$ cat config.mk
export PLATFORM = sky130hd
export DESIGN_NAME = m_expect_arb
export DESIGN_NICKNAME = d
export VERILOG_FILES = /design/src/rtl/m_expect_pkg.sv /design/src/rtl/m_pri_arb.sv /design/src/rtl/m_expect_arb.sv
export SDC_FILE = /design/constraint.sdc
export NUM_CORES = 1
export LEC_CHECK = 0
export CORE_MARGIN = 3
export CORE_UTILIZATION = 44
export CTS_CLUSTER_SIZE = 24
export DETAILED_ROUTE_END_ITERATION = 16
export PLACE_DENSITY = 0.95
export SKIP_CTS_REPAIR_TIMING = 1
export SLEW_MARGIN = 20
export SYNTH_ARGS = -nofsm -noshare
export SYNTH_HDL_FRONTEND = slang
export SYNTH_SLANG_ARGS = --single-unit
$ cat constraint.sdc
create_clock -name clk -period 2.3 [get_ports clk]
set_input_delay 0.46 -clock clk [delete_from_list [all_inputs] [get_ports clk]]
set_output_delay 0.46 -clock clk [all_outputs]
set_load 0.05 [all_outputs]
$ cat src/rtl/m_expect_pkg.sv
// ============================================================================
//  m_expect_pkg
//  Shared state/error encodings and a small index helper for m_expect_arb.
//  Rev 1.0
// ============================================================================
`default_nettype none

package m_expect_pkg;

    typedef enum logic [2:0] {
        IDLE  = 3'd0,
        ARMED = 3'd1,
        ARB   = 3'd2,
        WAIT  = 3'd3,
        DONE  = 3'd4
    } state_e;

    typedef enum logic [1:0] {
        ERR_OK       = 2'd0,
        ERR_TIMEOUT  = 2'd1,
        ERR_SPURIOUS = 2'd2
    } err_e;

    // Increment an index modulo n (n need not be a power of two).
    function automatic int f_wrap_inc(input int idx, input int n);
        return (idx + 1 >= n) ? 0 : idx + 1;
    endfunction

endpackage

`default_nettype wire

$ cat src/rtl/m_pri_arb.sv
// ============================================================================
//  m_pri_arb
//  Combinational max-priority select with lowest-index or rotating tie-break.
//  Rev 1.0
// ============================================================================
`default_nettype none

module m_pri_arb #(
    parameter int N_CH  = 2,
    parameter int PRI_W = 2,
    parameter int RR_EN = 1
) (
    input  logic [N_CH-1:0]         req,
    input  logic [N_CH*PRI_W-1:0]   pri_level,
    input  logic [$clog2(N_CH)-1:0] rr_ptr,
    output logic                    any_req,
    output logic [N_CH-1:0]         gnt,
    output logic [$clog2(N_CH)-1:0] gnt_idx
);
    import m_expect_pkg::*;

    localparam int IDX_W = $clog2(N_CH);

    logic [PRI_W-1:0] w_max;
    logic [N_CH-1:0]  w_cand;
    logic [IDX_W:0]   w_j;
    logic             w_found;

    always_comb begin
        w_max = '0;
        for (int i = 0; i < N_CH; i++) begin
            if (req[i] && (pri_level[i*PRI_W +: PRI_W] > w_max)) begin
                w_max = pri_level[i*PRI_W +: PRI_W];
            end
        end
    end

    // Candidates: requesters sitting at the winning priority level.
    generate
        for (genvar g = 0; g < N_CH; g++) begin : g_cand
            assign w_cand[g] = req[g] && (pri_level[g*PRI_W +: PRI_W] == w_max);
        end
    endgenerate

    // Scan candidates starting at the pointer (or at 0), wrapping once.
    always_comb begin
        gnt     = '0;
        gnt_idx = '0;
        w_found = 1'b0;
        w_j     = '0;
        for (int k = 0; k < N_CH; k++) begin
            w_j = (RR_EN != 0) ? ({1'b0, rr_ptr} + (IDX_W+1)'(k)) : (IDX_W+1)'(k);
            if (w_j >= (IDX_W+1)'(N_CH)) begin
                w_j = w_j - (IDX_W+1)'(N_CH);
            end
            if (!w_found && w_cand[w_j[IDX_W-1:0]]) begin
                w_found                  = 1'b1;
                gnt[w_j[IDX_W-1:0]]      = 1'b1;
                gnt_idx                  = w_j[IDX_W-1:0];
            end
        end
    end

    assign any_req = |req;

endmodule

`default_nettype wire

$ cat src/rtl/m_expect_arb.sv
// ============================================================================
//  m_expect_arb
//  N-channel priority arbiter with bounded ack wait and data capture.
//  Rev 1.0
// ============================================================================
`default_nettype none

module m_expect_arb #(
    parameter int N_CH    = 2,
    parameter int PRI_W   = 2,
    parameter int DATA_W  = 32,
    parameter int TIMEOUT = 8,
    parameter int RR_EN   = 1
) (
    input  logic                      clk,
    input  logic                      rst,
    input  logic                      ready,
    input  logic                      go,
    input  logic [N_CH-1:0]           req,
    input  logic [N_CH*PRI_W-1:0]     pri_level,
    input  logic [N_CH-1:0]           ack,
    input  logic [N_CH*DATA_W-1:0]    data_in,
    output logic [N_CH-1:0]           gnt,
    output logic [$clog2(N_CH)-1:0]   gnt_ch,
    output logic                      busy,
    output logic                      done,
    output logic [1:0]                err_code,
    output logic [DATA_W-1:0]         data_out
);
    import m_expect_pkg::*;

    localparam int IDX_W = $clog2(N_CH);
    localparam int TMR_W = $clog2(TIMEOUT + 1);

    state_e             r_state, w_state;
    logic [TMR_W-1:0]   r_timer, w_timer;
    logic [IDX_W-1:0]   r_rr_ptr, w_rr_ptr;

    logic [N_CH-1:0]    w_gnt;
    logic [IDX_W-1:0]   w_gnt_ch;
    logic               w_busy;
    logic               w_done;
    logic [1:0]         w_err;
    logic [DATA_W-1:0]  w_data;
    logic               w_end;

    logic               w_any;
    logic [N_CH-1:0]    w_arb_gnt;
    logic [IDX_W-1:0]   w_arb_idx;
    logic [DATA_W-1:0]  w_data_sel;

    m_pri_arb #(
        .N_CH  (N_CH),
        .PRI_W (PRI_W),
        .RR_EN (RR_EN)
    ) u_pri_arb (
        .req       (req),
        .pri_level (pri_level),
        .rr_ptr    (r_rr_ptr),
        .any_req   (w_any),
        .gnt       (w_arb_gnt),
        .gnt_idx   (w_arb_idx)
    );

    always_comb begin
        w_data_sel = '0;
        for (int i = 0; i < N_CH; i++) begin
            if (gnt_ch == IDX_W'(i)) begin
                w_data_sel = data_in[i*DATA_W +: DATA_W];
            end
        end
    end

    always_comb begin
        w_state  = r_state;
        w_timer  = r_timer;
        w_rr_ptr = r_rr_ptr;
        w_gnt    = gnt;
        w_gnt_ch = gnt_ch;
        w_done   = 1'b0;
        w_err    = err_code;
        w_data   = data_out;
        w_end    = 1'b0;

        case (r_state)
            IDLE: begin
                if (ready) w_state = ARMED;
            end
            ARMED: begin
                if (!ready)  w_state = IDLE;
                else if (go) w_state = ARB;
            end
            ARB: begin
                if (!ready) begin
                    w_state = IDLE;
                end else if (w_any) begin
                    w_gnt    = w_arb_gnt;
                    w_gnt_ch = w_arb_idx;
                    w_timer  = '0;
                    w_state  = WAIT;
                end
            end
            WAIT: begin
                if (r_timer != TMR_W'(TIMEOUT)) begin
                    w_timer = r_timer + TMR_W'(1);
                end
                // Granted ack beats a simultaneous stray ack.
                if (ack[gnt_ch]) begin
                    w_end  = 1'b1;
                    w_err  = ERR_OK;
                    w_data = w_data_sel;
                end else if (|(ack & ~gnt)) begin
                    w_end = 1'b1;
                    w_err = ERR_SPURIOUS;
                end else if (r_timer == TMR_W'(TIMEOUT - 1)) begin
                    w_end = 1'b1;
                    w_err = ERR_TIMEOUT;
                end
                if (w_end) begin
                    w_done   = 1'b1;
                    w_gnt    = '0;
                    w_rr_ptr = IDX_W'(f_wrap_inc(int'(gnt_ch), N_CH));
                    w_state  = DONE;
                end
            end
            DONE: begin
                w_state = ready ? ARMED : IDLE;
            end
            default: begin
                w_state = IDLE;
            end
        endcase

        w_busy = (w_state == ARB) || (w_state == WAIT);
    end

    always_ff @(posedge clk) begin
        if (rst) begin
            r_state  <= IDLE;
            r_timer  <= '0;
            r_rr_ptr <= '0;
            gnt      <= '0;
            gnt_ch   <= '0;
            busy     <= 1'b0;
            done     <= 1'b0;
            err_code <= ERR_OK;
            data_out <= '0;
        end else begin
            r_state  <= w_state;
            r_timer  <= w_timer;
            r_rr_ptr <= w_rr_ptr;
            gnt      <= w_gnt;
            gnt_ch   <= w_gnt_ch;
            busy     <= w_busy;
            done     <= w_done;
            err_code <= w_err;
            data_out <= w_data;
        end
    end

endmodule

`default_nettype wire

==> flow_metrics.env <==
export IMPL_drv_cap=0
export IMPL_routed_wl_um=6371
export IMPL_postSynthCellCount=242
export IMPL_start_util_pct=46.20
export IMPL_cts_buffers=5
export IMPL_crit_arrival_ns=2.39
export IMPL_ioPinCount=115
export IMPL_r2r_start="gnt_ch"
export IMPL_fin_crit_ns=2.170
export IMPL_critPathKind="in2reg"
export IMPL_fmax_mhz=460.7
export IMPL_overflow=0
export IMPL_critPathLaunch="pri_level[1]"
export IMPL_htree_levels=2
export IMPL_vias=2242
export IMPL_grt_pass1_vias=2225
export IMPL_numPortBuffers=114
export IMPL_p_leak_nw=1.189
export IMPL_route_detailed_drc=0
export IMPL_cts_sinks=47
export IMPL_worstSetupStartpointType="input pin"
export IMPL_ant_nets=0
export IMPL_synthArstFlopShare_pct=0
export IMPL_holdCritPathClass="reg2reg"
export IMPL_ir_worst_vdd_mv=0.4063
export IMPL_whs_endpoint="err_code[1]"
export IMPL_r2r_slack_ns=0.56
export IMPL_final_area_sq_um=3699
export IMPL_dieArea_sq_um=6389
export IMPL_layout_nets=434
export IMPL_rsz0062_at_grt="false"
export IMPL_finalPower_w=0.001554
export IMPL_areaGrowthSynthToFinish_pct=53.80
export IMPL_synth_nets=322
export IMPL_layout_drive_gt1_share_pct=13.80
export IMPL_end_kind="flop"
export IMPL_vias_per_cell=5.275
export IMPL_post_dp_hpwl_um=4896
export IMPL_hold_depth=2
export IMPL_grt_first_pass_wirelength_um=10030
export IMPL_gp_congestion=0.7943
export IMPL_wl_per_cell_um=14.99
export IMPL_antenna_found_initial=0
export IMPL_firstDrtPassIters=4
export IMPL_powerDensity_nw_per_um2=420.2
export IMPL_slew_headroom_pct=62.67
export IMPL_synthFlopType="dfxtp_1"
export IMPL_num_rows=26
export IMPL_place_inst=417
export IMPL_synth_edf_count=0
export IMPL_clk_path_buf_depth=2
export IMPL_path_max_fanout=5
export IMPL_worst_hold_startpoint="err_code[1]"
export IMPL_grt_max_degree=65
export IMPL_r2r_end="gnt[1]"
export IMPL_setup_violations=0
export IMPL_yosysSeqAreaShare_pct=39.13
export IMPL_synth_cell_types=47
export IMPL_die_y_um=79.93
export IMPL_hold_viol_final=0
export IMPL_clkLatencyLatePin_ns=0.29
export IMPL_clkTransAtPathRegs_ns=0.09
export IMPL_grt_usage_pct=19.36
export IMPL_final_cell_mix="clkdlybuf4s50_1 (113), dfxtp_1 (46), nor2_1 (39)"
export IMPL_dieWidth_um=79.93
export IMPL_syn_area_sq_um=2405
export IMPL_holdWs_ns=0.4883
export IMPL_cts_tree="built"
export IMPL_worstPathRequired_ns=2.52
export IMPL_fp_coreArea_sq_um=5205
export IMPL_drtIter0Drc=64
export IMPL_post_dp_cell_area_sq_um=3617
export IMPL_synth_seq_cells=47
export IMPL_synth_warnings=0
export IMPL_antennaDiodeCount=0
export IMPL_finClkSkew_ns=0.006171
export IMPL_status="completed"
export IMPL_avgSynthCellArea_sq_um=9.937
export IMPL_r2r_cells=6
export IMPL_tightest_slew_ns=0.5599
export IMPL_final_common_cell="clkdlybuf4s50_1"
export IMPL_slew_violations=0
export IMPL_final_cells=425
export IMPL_root_buffer="clkbuf_8"
export IMPL_finalCritPeriodShare_pct=94.37
[synthesized netlist by cell type (all sizes together), types with 2 or more instances]
master	count	share of area, %
a211oi	35	17
a21oi	3	0.78
a31oi	3	0.78
and2	3	0.88
and3	2	0.52
buf	11	3.0
clkbuf	5	0.78
dfxtp	47	39
ha	4	2.1
inv	9	1.4
mux2i	34	14
nand2	7	1.1
nand3	4	0.83
nand3b	2	0.62
nor2	40	6.6
nor2b	2	0.52
nor3	2	0.42
o21ai	6	1.4
xor2	3	1.1
[report_power, final]
group / total [W] / switching (W) / internal, W / leakage [nW]
clock: 0.000478 / 0.000264 / 0.000214 / 0.0422
sequential: 0.000822 / 0.00000396 / 0.000818 / 0.379
combinational: 0.000254 / 0.0000996 / 0.000155 / 0.767
[final cells by class]
cell class	instances	area, sq um
fill	399	1506
multi-input combinational	170	1340
timing repair buffer	121	1214
sequential	47	942.2
tap	70	87.58
clock buffer	7	76.32
inverter	9	33.78
clock inverter	1	5.005
[through the flow]
stage / setup slack (ns) / util, % / setup TNS [ns]
after floorplan: 0.6281 / - / 0
after global placement: 0.04170 / 69.50 / 0
after detailed placement: -0.1026 / 69.50 / -0.2474
after CTS: 0.1962 / 71.06 / 0
after global routing: 0.0007796 / 71.06 / 0
final: 0.1295 / 71.06 / 0
[state kept, by name, summed over array words and instances, names as in the netlist]
name / count
r_rr_ptr: 1
data_out: 32
busy: 1
gnt_ch: 1
done: 1
err_code: 2
gnt: 2
r_timer: 4
r_state: 3
[per-layer routing]
metal | track usage (%) | vias up | wire [um]
met2 | 35.68 | 106 | 3170
met5 | 0 | - | 0
li1 | - | 1097 | -
met4 | 4.054 | 0 | 70
met3 | 5.643 | 8 | 684
met1 | 21.87 | 1031 | 2446
[worst max-delay path by stage]
| stage | endpoint | cells past startpoint |
|---|---|---|
| after global placement | gnt_ch | 8 |
| after floorplan | data_out[2] | 5 |
| after CTS | gnt[1] | 8 |
| after global routing | gnt_ch | 8 |
| final | gnt_ch | 8 |
| after detailed placement | gnt[1] | 8 |
[critical path, stage by stage]
cell and delay [ns]:
clkdlybuf4s50_1 0.58, nand2_1 0.09, ha_1 0.29, a21boi_0 0.22, o21ai_0 0.14, a31oi_1 0.28
o2111ai_1 0.21, o21ai_0 0.11
[cells by family (layout without fill, tap and decap cells)]
kind of cell             after synthesis  in the layout  synth area share, %
AND/OR/NAND/NOR                       69             69                13.79
AO/OA/AOI/OAI                         59             59                24.25
flip-flops                            47             47                39.13
multiplexers                          34             34                14.15
buffers and inverters                 25            138                5.151
adder cells (fa/ha/maj)                4              4                2.081
XOR/XNOR                               4              4                1.457
Power figures use the tool's default switching activity.
